## src/rtl/deser_pkg.sv

```systemverilog
// deser_pkg: shared constants and types for the rx deserializer/aligner and
// for the K-flag logic in recibidor.
package deser_pkg;

    // K28.5 comma in both running disparities, bit 'a' at [9]
    localparam logic [9:0] K28_5_RDN = 10'b0011111010;
    localparam logic [9:0] K28_5_RDP = 10'b1100000101;

    typedef enum logic [1:0] {
        UNSYNC = 2'd0,
        ALIGN  = 2'd1,
        SYNC   = 2'd2
    } syncState_t;

    // one registered output event of the aligner
    typedef struct packed {
        logic [9:0] sym;
        logic       valid;
        logic       comma;
        logic       alignErr;
    } symEvt_t;

endpackage

```

## src/rtl/deser_comma_det.sv

```systemverilog
// deser_comma_det: combinational K28.5 detector (either disparity).
module deser_comma_det
    import deser_pkg::*;
(
    input  logic [9:0] sym,
    output logic       comma
);

    assign comma = (sym == K28_5_RDN) || (sym == K28_5_RDP);

endmodule

```

## src/rtl/deserializador_alineador.sv

```systemverilog
// deserializador_alineador: shifts serialIn into 10-bit symbols, aligns the
// symbol boundary on K28.5 commas and runs the UNSYNC/ALIGN/SYNC machine.
// Optional electrical-idle detection is built when DESER_IDLE_DET_EN is
// defined; otherwise rxElecIdle is tied low.
module deserializador_alineador
    import deser_pkg::*;
#(
    parameter int LOCK_CNT = 4,
    parameter int LOSS_CNT = 4,
    parameter int IDLE_LEN = 20
) (
    input  logic       clkRx,
    input  logic       rst,
    input  logic       enb,
    input  logic       serialIn,
    output logic [9:0] symOut,
    output logic       symValid,
    output logic       commaDet,
    output logic       syncOk,
    output logic       alignErr,
    output logic       rxElecIdle
);

    logic [9:0] sh;
    logic [9:0] shN;
    logic [3:0] cnt;
    logic       wrap;
    logic       comma;
    logic       idleN;
    syncState_t state;
    logic [7:0] goodCnt;
    logic [7:0] badCnt;
    symEvt_t    evt;

    assign shN  = {sh[8:0], serialIn};
    // cnt==9 means this bit completes a symbol on the current phase
    assign wrap = (cnt == 4'd9);

    deser_comma_det uCommaDet (
        .sym   (shN),
        .comma (comma)
    );

`ifdef DESER_IDLE_DET_EN
    localparam int RW = $clog2(IDLE_LEN + 1);

    logic [RW-1:0] runCnt;
    logic [RW-1:0] runN;
    logic          lastBit;

    // length of the current constant-bit run, saturating at IDLE_LEN
    always_comb begin
        runN = RW'(1);
        if ((runCnt != '0) && (serialIn == lastBit))
            runN = (runCnt == RW'(IDLE_LEN)) ? runCnt : runCnt + RW'(1);
    end

    assign idleN = (runN == RW'(IDLE_LEN));

    // run tracking; idle flag follows the run one cycle later
    always_ff @(posedge clkRx) begin
        if (!rst) begin
            runCnt     <= '0;
            lastBit    <= 1'b0;
            rxElecIdle <= 1'b0;
        end else if (enb) begin
            runCnt     <= runN;
            lastBit    <= serialIn;
            rxElecIdle <= idleN;
        end
    end
`else
    assign idleN      = 1'b0;
    assign rxElecIdle = 1'b0;
`endif

    assign symOut   = evt.sym;
    assign symValid = evt.valid;
    assign commaDet = evt.comma;
    assign alignErr = evt.alignErr;

    // shift/phase tracking plus the sync state machine; all outputs registered
    always_ff @(posedge clkRx) begin
        if (!rst) begin
            sh      <= '0;
            cnt     <= '0;
            state   <= UNSYNC;
            goodCnt <= '0;
            badCnt  <= '0;
            evt     <= '0;
            syncOk  <= 1'b0;
        end else begin
            evt.valid    <= 1'b0;
            evt.comma    <= 1'b0;
            evt.alignErr <= 1'b0;
            if (enb) begin
                sh  <= shN;
                cnt <= wrap ? 4'd0 : cnt + 4'd1;
                if (idleN) begin
                    // idle line: drop sync and emit nothing
                    state   <= UNSYNC;
                    syncOk  <= 1'b0;
                    goodCnt <= '0;
                    badCnt  <= '0;
                end else begin
                    case (state)
                        UNSYNC: begin
                            if (comma) begin
                                evt.sym   <= shN;
                                evt.valid <= 1'b1;
                                evt.comma <= 1'b1;
                                cnt       <= 4'd0;
                                goodCnt   <= 8'd1;
                                if (LOCK_CNT <= 1) begin
                                    state  <= SYNC;
                                    syncOk <= 1'b1;
                                end else begin
                                    state <= ALIGN;
                                end
                            end
                        end
                        ALIGN: begin
                            if (comma && !wrap) begin
                                // off-phase comma while acquiring: realign on it
                                evt.sym      <= shN;
                                evt.valid    <= 1'b1;
                                evt.comma    <= 1'b1;
                                evt.alignErr <= 1'b1;
                                cnt          <= 4'd0;
                                goodCnt      <= 8'd1;
                                if (LOCK_CNT <= 1) begin
                                    state  <= SYNC;
                                    syncOk <= 1'b1;
                                end
                            end else if (wrap) begin
                                evt.sym   <= shN;
                                evt.valid <= 1'b1;
                                evt.comma <= comma;
                                if (comma) begin
                                    goodCnt <= goodCnt + 8'd1;
                                    if (goodCnt + 8'd1 >= 8'(LOCK_CNT)) begin
                                        state  <= SYNC;
                                        syncOk <= 1'b1;
                                        badCnt <= '0;
                                    end
                                end
                            end
                        end
                        SYNC: begin
                            if (wrap) begin
                                evt.sym   <= shN;
                                evt.valid <= 1'b1;
                                evt.comma <= comma;
                                if (comma)
                                    badCnt <= '0;
                            end
                            if (comma && !wrap) begin
                                // locked phase is kept; only count the offence
                                evt.alignErr <= 1'b1;
                                if (badCnt + 8'd1 >= 8'(LOSS_CNT)) begin
                                    state   <= UNSYNC;
                                    syncOk  <= 1'b0;
                                    goodCnt <= '0;
                                    badCnt  <= '0;
                                end else begin
                                    badCnt <= badCnt + 8'd1;
                                end
                            end
                        end
                        default: begin
                            state  <= UNSYNC;
                            syncOk <= 1'b0;
                        end
                    endcase
                end
            end
        end
    end

endmodule

```

## config.mk

```make
export PLATFORM = sky130hd
export DESIGN_NAME = deserializador_alineador
export DESIGN_NICKNAME = d
export VERILOG_FILES = /design/src/rtl/deser_pkg.sv /design/src/rtl/deser_comma_det.sv /design/src/rtl/deserializador_alineador.sv
export SDC_FILE = /design/constraint.sdc
export NUM_CORES = 1
export LEC_CHECK = 0
export BUFFER_PORTS_ARGS = -buffer_cell sky130_fd_sc_hd__buf_2
export CORE_MARGIN = 5
export CORE_UTILIZATION = 50
export DETAILED_ROUTE_END_ITERATION = 8
export GPL_ROUTABILITY_DRIVEN = 0
export GPL_TIMING_DRIVEN = 0
export PLACE_DENSITY = 0.68
export SLEW_MARGIN = 20
export SYNTH_ARGS = -nofsm -noshare
export SYNTH_HDL_FRONTEND = slang
export SYNTH_SLANG_ARGS = --single-unit
```

## constraint.sdc

```tcl
create_clock -name clkRx -period 2.25 [get_ports clkRx]
set_input_delay 0.45 -clock clkRx [delete_from_list [all_inputs] [get_ports clkRx]]
set_output_delay 0.45 -clock clkRx [all_outputs]
set_load 0.03 [all_outputs]
```

==> metrics.txt, run 1 <==
row count 25; relative slew slack around 54%; vias per inst 5.805; CTS tree built; Synth top area share 36.62%; achievable frequency roughly 0.46 GHz; first-pass GRT wire length between 9 and 10 mm; P per Cell Area 501.5 mW/mm2; static leakage between 1 and 1.5 nW; Avg WL per Cell 14.81 um; height of the die 80.14 um; run status finished, final reports clean; Core Region ~0.0048 mm2; crit path DAT 2.36 ns; Nets about 310; largest net degree at the start of global routing 15; wirelength, routed 5.466 mm; worst r2r path cells 7; number of buffers added on ports 16; final instance area 0.002785 mm2; crit end category flop; final design utilization 58.58%; Synth warnings 0; via count of the routed design 2142; RR Endpoint symOut[6]; total power 1.397 mW; syn_area_per_cell 8.848 um2; postcts setup bufs 0; CTS H-tree lvls 2; Starting Density 51.74%; Reg2Reg Launch Point sh[7]; Crit Path Category reg -> reg; Final setup violation count 0; vias in the first global route 1949; most frequent cell after synthesis dfxtp_1; initial antenna violation count 0; total clock sinks 45; area occupied by multi-input gates 0.001525 mm2; hold crit path type in -> reg; pre-CTS setup slack -0.08867 ns; worst-skew pair later-pin latency 0.30 ns; final worst slack roughly 0.09 ns; Mapped Area roughly 0.0025 mm2; cell area after placement 0.002624 mm2; Hold Worst Slack 0.4696 ns; sequential cell area 905.9 um2; die area roughly 0.0064 mm2; Seq/Total Area, Yosys a little over a third; Antenna Cells 0; minimum clock period 2.160 ns; CTS Buffer Depth 2; I/O pin cnt 19; share of cells above drive strength 1 18.21%; post-synthesis async set-or-reset flop share 0%; Area growth, synth to finish 13.22%; Cells after Synth 278; largest area contributor in the netlist dfxtp_1; Crit Path Max Fanout 8; top cells by instance count after synthesis dfxtp_1, nand2_1, o21ai_0; syn_nets roughly 290; Slew Viols, Final 0; Root Driver clkbuf_8; Die Width 80.14 um; DRT iter0 DRCs 142; main flop type after synthesis dfxtp_1; grt total ovfl 0; Fillers 455; DRT Pass-1 Iters 4; required time worst endpoint 2.45 ns; register-to-register setup slack 0.09 ns; DRC 0; Post-synth EDFFs 0; antenna violation net count after detailed routing 0; clk_skew 0.009829 ns; synth top area cells dfxtp_1, ha_1, mux2i_1; Final HPWL DP 3.886 mm; Synth Register Bits 45; Worst Setup SP sh[7]; synth unique cells a little over 60; endpoints failing hold 0; end of the critical path symOut[6]; maximum vdd ir drop 0.0002683 V; CTS clk-pin slew, worst paths 0.09 ns; total of max-cap violations 0; Slew @ Worst Pin 0.6870 ns; startpoint types flop; GRT Total Usage 18.09%; CTS buffer count 5; hold buffer count at cts 0; period utilization 95.99%
==> how the worst min path moves through the flow <==
stage / startpoint / end / slack, ns / cells past startpoint
final: serialIn / symOut[0] / 0.47 / 2
after global routing: serialIn / symOut[0] / 0.48 / 2
after CTS: serialIn / symOut[0] / 0.46 / 2
after detailed placement: syncOk / syncOk / 0.45 / 2
after global placement: syncOk / syncOk / 0.45 / 2
after floorplan: cnt[2] / cnt[2] / 0.47 / 2
==> placed cells by master, fill, tap and decap left out, types with 3 or more instances in the layout <==
| master | n |
|---|---|
| a32o_1 | 3 |
| dfxtp_1 | 43 |
| a21oi_1 | 11 |
| clkbuf_8 | 6 |
| nand2b_1 | 4 |
| nor4_1 | 3 |
| nor3_1 | 4 |
| nor2b_1 | 13 |
| and4bb_1 | 3 |
| mux2i_1 | 11 |
| nand4_1 | 4 |
| nand3_1 | 10 |
| ha_1 | 8 |
| and3_1 | 3 |
| nand2_1 | 26 |
| a21boi_0 | 5 |
| o22ai_1 | 3 |
| o21a_1 | 5 |
| inv_1 | 6 |
| a22o_1 | 4 |
| buf_2 | 18 |
| o21ai_1 | 3 |
| o211ai_1 | 4 |
| nand3b_1 | 5 |
| or3_1 | 4 |
| nor2_1 | 12 |
| clkbuf_1 | 9 |
| and3_2 | 6 |
| o21ai_0 | 16 |
==> sequential cells by signal (all words and copies together) (netlist names) <==
| name | flops |
|---|---|
| symOut | 10 |
| sh | 9 |
| badCnt | 8 |
| goodCnt | 8 |
| cnt | 4 |
| state | 2 |
| alignErr | 1 |
| commaDet | 1 |
| symValid | 1 |
| syncOk | 1 |
==> worst max-delay path: stages, from the launching register on <==
cell and delay, ns:
dfxtp_1 0.38, and4bb_1 0.31, nand4_2 0.28, a311oi_4 0.44
o21ai_1 0.12, and2_1 0.18, buf_6 0.13, a22o_1 0.22
==> timing repair <==
action,4_1_cts,5_1_grt
resized for setup,5,12
pin swaps,0,3
setup endpoints to repair,7,19
hold endpoints to repair,0,0
==> metal layers <==
metal | up-vias | share of wire [%] | track usage [%]
met1 | 997 | 49 | 25.91
met5 | - | 0 | 0
met3 | 4 | 6.7 | 3.475
met2 | 69 | 43 | 27.24
li1 | 1072 | - | -
met4 | 0 | 0.97 | 5.574
==> logic make-up after synthesis <==
family | after synthesis | share of synthesized area (%)
DFF | 45 | 36.62
other | 1 | 0.1524
and+or+nand+nor | 117 | 28.03
AOI/OAI and AO/OA | 74 | 22.38
muxes | 11 | 4.476
adders and majority gates | 9 | 4.578
buffers and inverters | 21 | 3.764
==> report_power, final <==
part	internal, mW	leakage, nW	total (mW)	switching, mW
registers	0.799	0.364	0.805	0.00523
clock network	0.249	0.0512	0.526	0.277
logic	0.0246	0.732	0.0664	0.0418
==> stage by stage <==
step            TNS (ns)  std cells
2_1_floorplan          0        278
3_3_place_gp     -0.8681        361
3_5_place_dp     -0.6654        361
4_1_cts                0        369
5_1_grt        -0.002318        369
6_report               0        369
==> final cells by class <==
| class | count | share of cell area [%] |
|---|---|---|
| sequential | 45 | 32.52 |
| clock buffer | 6 | 2.965 |
| tap | 67 | 3.010 |
| timing repair buffer | 16 | 2.875 |
| multi-input combinational | 212 | 54.76 |
| buffer | 15 | 2.561 |
| inverter | 6 | 0.8086 |
| clock inverter | 2 | 0.4942 |
(Power assumes the default switching activity.)
==> run 2: changes to the inputs <==
CELL_PAD_IN_SITES_DETAIL_PLACEMENT = 1   (was not set)
CELL_PAD_IN_SITES_GLOBAL_PLACEMENT = 2   (was not set)
CORE_UTILIZATION = 37   (was 50)
PLACE_DENSITY = not set   (was 0.68)
PLACE_DENSITY_LB_ADDON = 0.1   (was not set)
==> metrics.txt, run 2 (synthesis gave the netlist of run 1 again) <==
run status finished, final reports clean; CTS Buffer Depth 2; Area growth, synth to finish 15.31%; CTS tree built; Antenna Cells 0; startpoint types flop; RSZ-0062 raised after global routing true; die area 0.008379 mm2; Nets around 320; DRT iter0 DRCs 75; period utilization roughly 95%; CTS clk-pin slew, worst paths about 0.09 ns; Avg WL per Cell roughly 17 um; CP delay by family, top simple AND/OR/NAND/NOR gates; Slew @ Worst Pin 0.6984 ns; DRC 0; relative slew slack 53.44%; crit path DAT 2.37 ns; cell area after placement 0.002636 mm2; most frequent cells in the layout dfxtp_1, nand2_1, buf_2, o21ai_0, nor2b_1; I/O pin cnt 19; endpoints failing hold 0; static leakage 1.181 nW; Fillers 751; vias in the first global route 2141; Final HPWL DP 4.699 mm; pre-CTS setup slack -0.2100 ns; antenna violation net count after detailed routing 0; crit path cell chain ha_4, and3_1, nor4_1, o21ai_1, o2111ai_4, or4_1, mux2i_1; maximum vdd ir drop between 0.0002 and 0.00025 V; hold crit path type in -> reg; crit end category flop; CP max-delay cell or4_1; Die Width 91.54 um; largest net degree at the start of global routing 16; first-pass GRT wire length 11.04 mm; most common cell after layout, fill and taps aside dfxtp_1; wirelength, routed 6.445 mm; vias per inst 5.562; final non-filler cell total 381; Crit Path Category reg -> reg; row count 29; Crit Path Max Fanout 10; via count of the routed design 2119; achievable frequency roughly 0.47 GHz; final worst slack 0.1168 ns; Root Driver clkbuf_8; Hold Worst Slack 0.4688 ns; grt total ovfl 0; Starting Density approximately two fifths; Post-Place Cells 371; DRT Pass-1 Iters 4; minimum clock period 2.133 ns; initial antenna violation count 0; Worst Path Buf+Inv 0; Core Region 0.006422 mm2; P per Cell Area 495.5 mW/mm2; CTS buffer count 5; required time worst endpoint about 2.5 ns; clk_skew 0.01281 ns; GRT Total Usage 16.04%; worst-skew pair later-pin latency 0.31 ns; height of the die 91.54 um; Worst path max stage delay 0.52 ns; CTS H-tree lvls 2; Final setup violation count 0; Slew Viols, Final 0; final instance area 0.002836 mm2; share of cells above drive strength 1 20.07%; number of buffers added on ports 16; total clock sinks 45; max reg flops 10; total of max-cap violations 0
## run 2: cell types whose count changed in the layout (fill, tap and decap cells not counted), sizes merged
cell | previous run | this run
buf | 21 | 24
inv | 6 | 7
clkbuf | 16 | 14
clkinvlp | 0 | 1
clkinv | 2 | 1
## run 2: power by group
part | total, mW | internal [mW] | switching, mW | leakage (nW)
logic | 0.0683 | 0.0250 | 0.0433 | 0.771
clock network | 0.533 | 0.221 | 0.312 | 0.0445
registers | 0.804 | 0.799 | 0.00562 | 0.365
total | 1.41 | 1.04 | 0.361 | 1.18
## run 2: worst reg2reg max path, delay by kind of cell (launching register included)
| kind | cells | cell delay (ns) |
|---|---|---|
| muxes | 1 | 0.13 |
| AOI/OAI and AO/OA | 2 | 0.48 |
| DFF | 1 | 0.43 |
| adders and majority gates | 1 | 0.19 |
| and+or+nand+nor | 3 | 0.84 |
## run 2: metal layers
layer	vias up	global-route usage (%)	share of wire (%)
met5	-	0	0
met4	0	4.146	1.0
met3	6	2.479	2.9
met2	25	25.38	45
met1	1013	22.67	51
li1	1075	-	-
## run 2: timing repair
action	in CTS	in global routing
endpoints found under the setup margin	11	19
pin swaps	2	4
resized for setup	7	17
hold buffers	0	0
setup buffers	0	3
## run 2: path summary, 6_finish.rpt
kind | startpoint | endpoint | slack, ns | cells after the start
setup / recovery | goodCnt[0] | badCnt[0] | 0.12 | 7
hold / removal | serialIn | symOut[0] | 0.47 | 2
setup reg to reg | goodCnt[0] | badCnt[0] | 0.12 | 7
hold reg to reg | syncOk | syncOk | 0.47 | 2
## run 2: final cells by class
class                      instances  area [um2]  share of cell area (%)
multi-input combinational        212        1546                   54.52
buffer                            14       67.56                   2.382
sequential                        45       910.9                   32.11
clock buffer                       5       68.82                   2.426
clock inverter                     3       21.27                  0.7499
inverter                           6       22.52                  0.7940
timing repair buffer              19       102.6                   3.617
tap                               77       96.34                   3.397
## run 2: stage by stage
| step | total power [mW] | utilization (%) | TNS [ns] |
|---|---|---|---|
| floorplan | 0.8708 | - | 0 |
| global placement | 0.8913 | 41.05 | -2.668 |
| detailed placement | 0.8927 | 41.05 | -2.861 |
| CTS | 1.433 | 42.76 | 0 |
| global route | 1.467 | 44.17 | -0.02846 |
| finish | 1.406 | 44.17 | 0 |
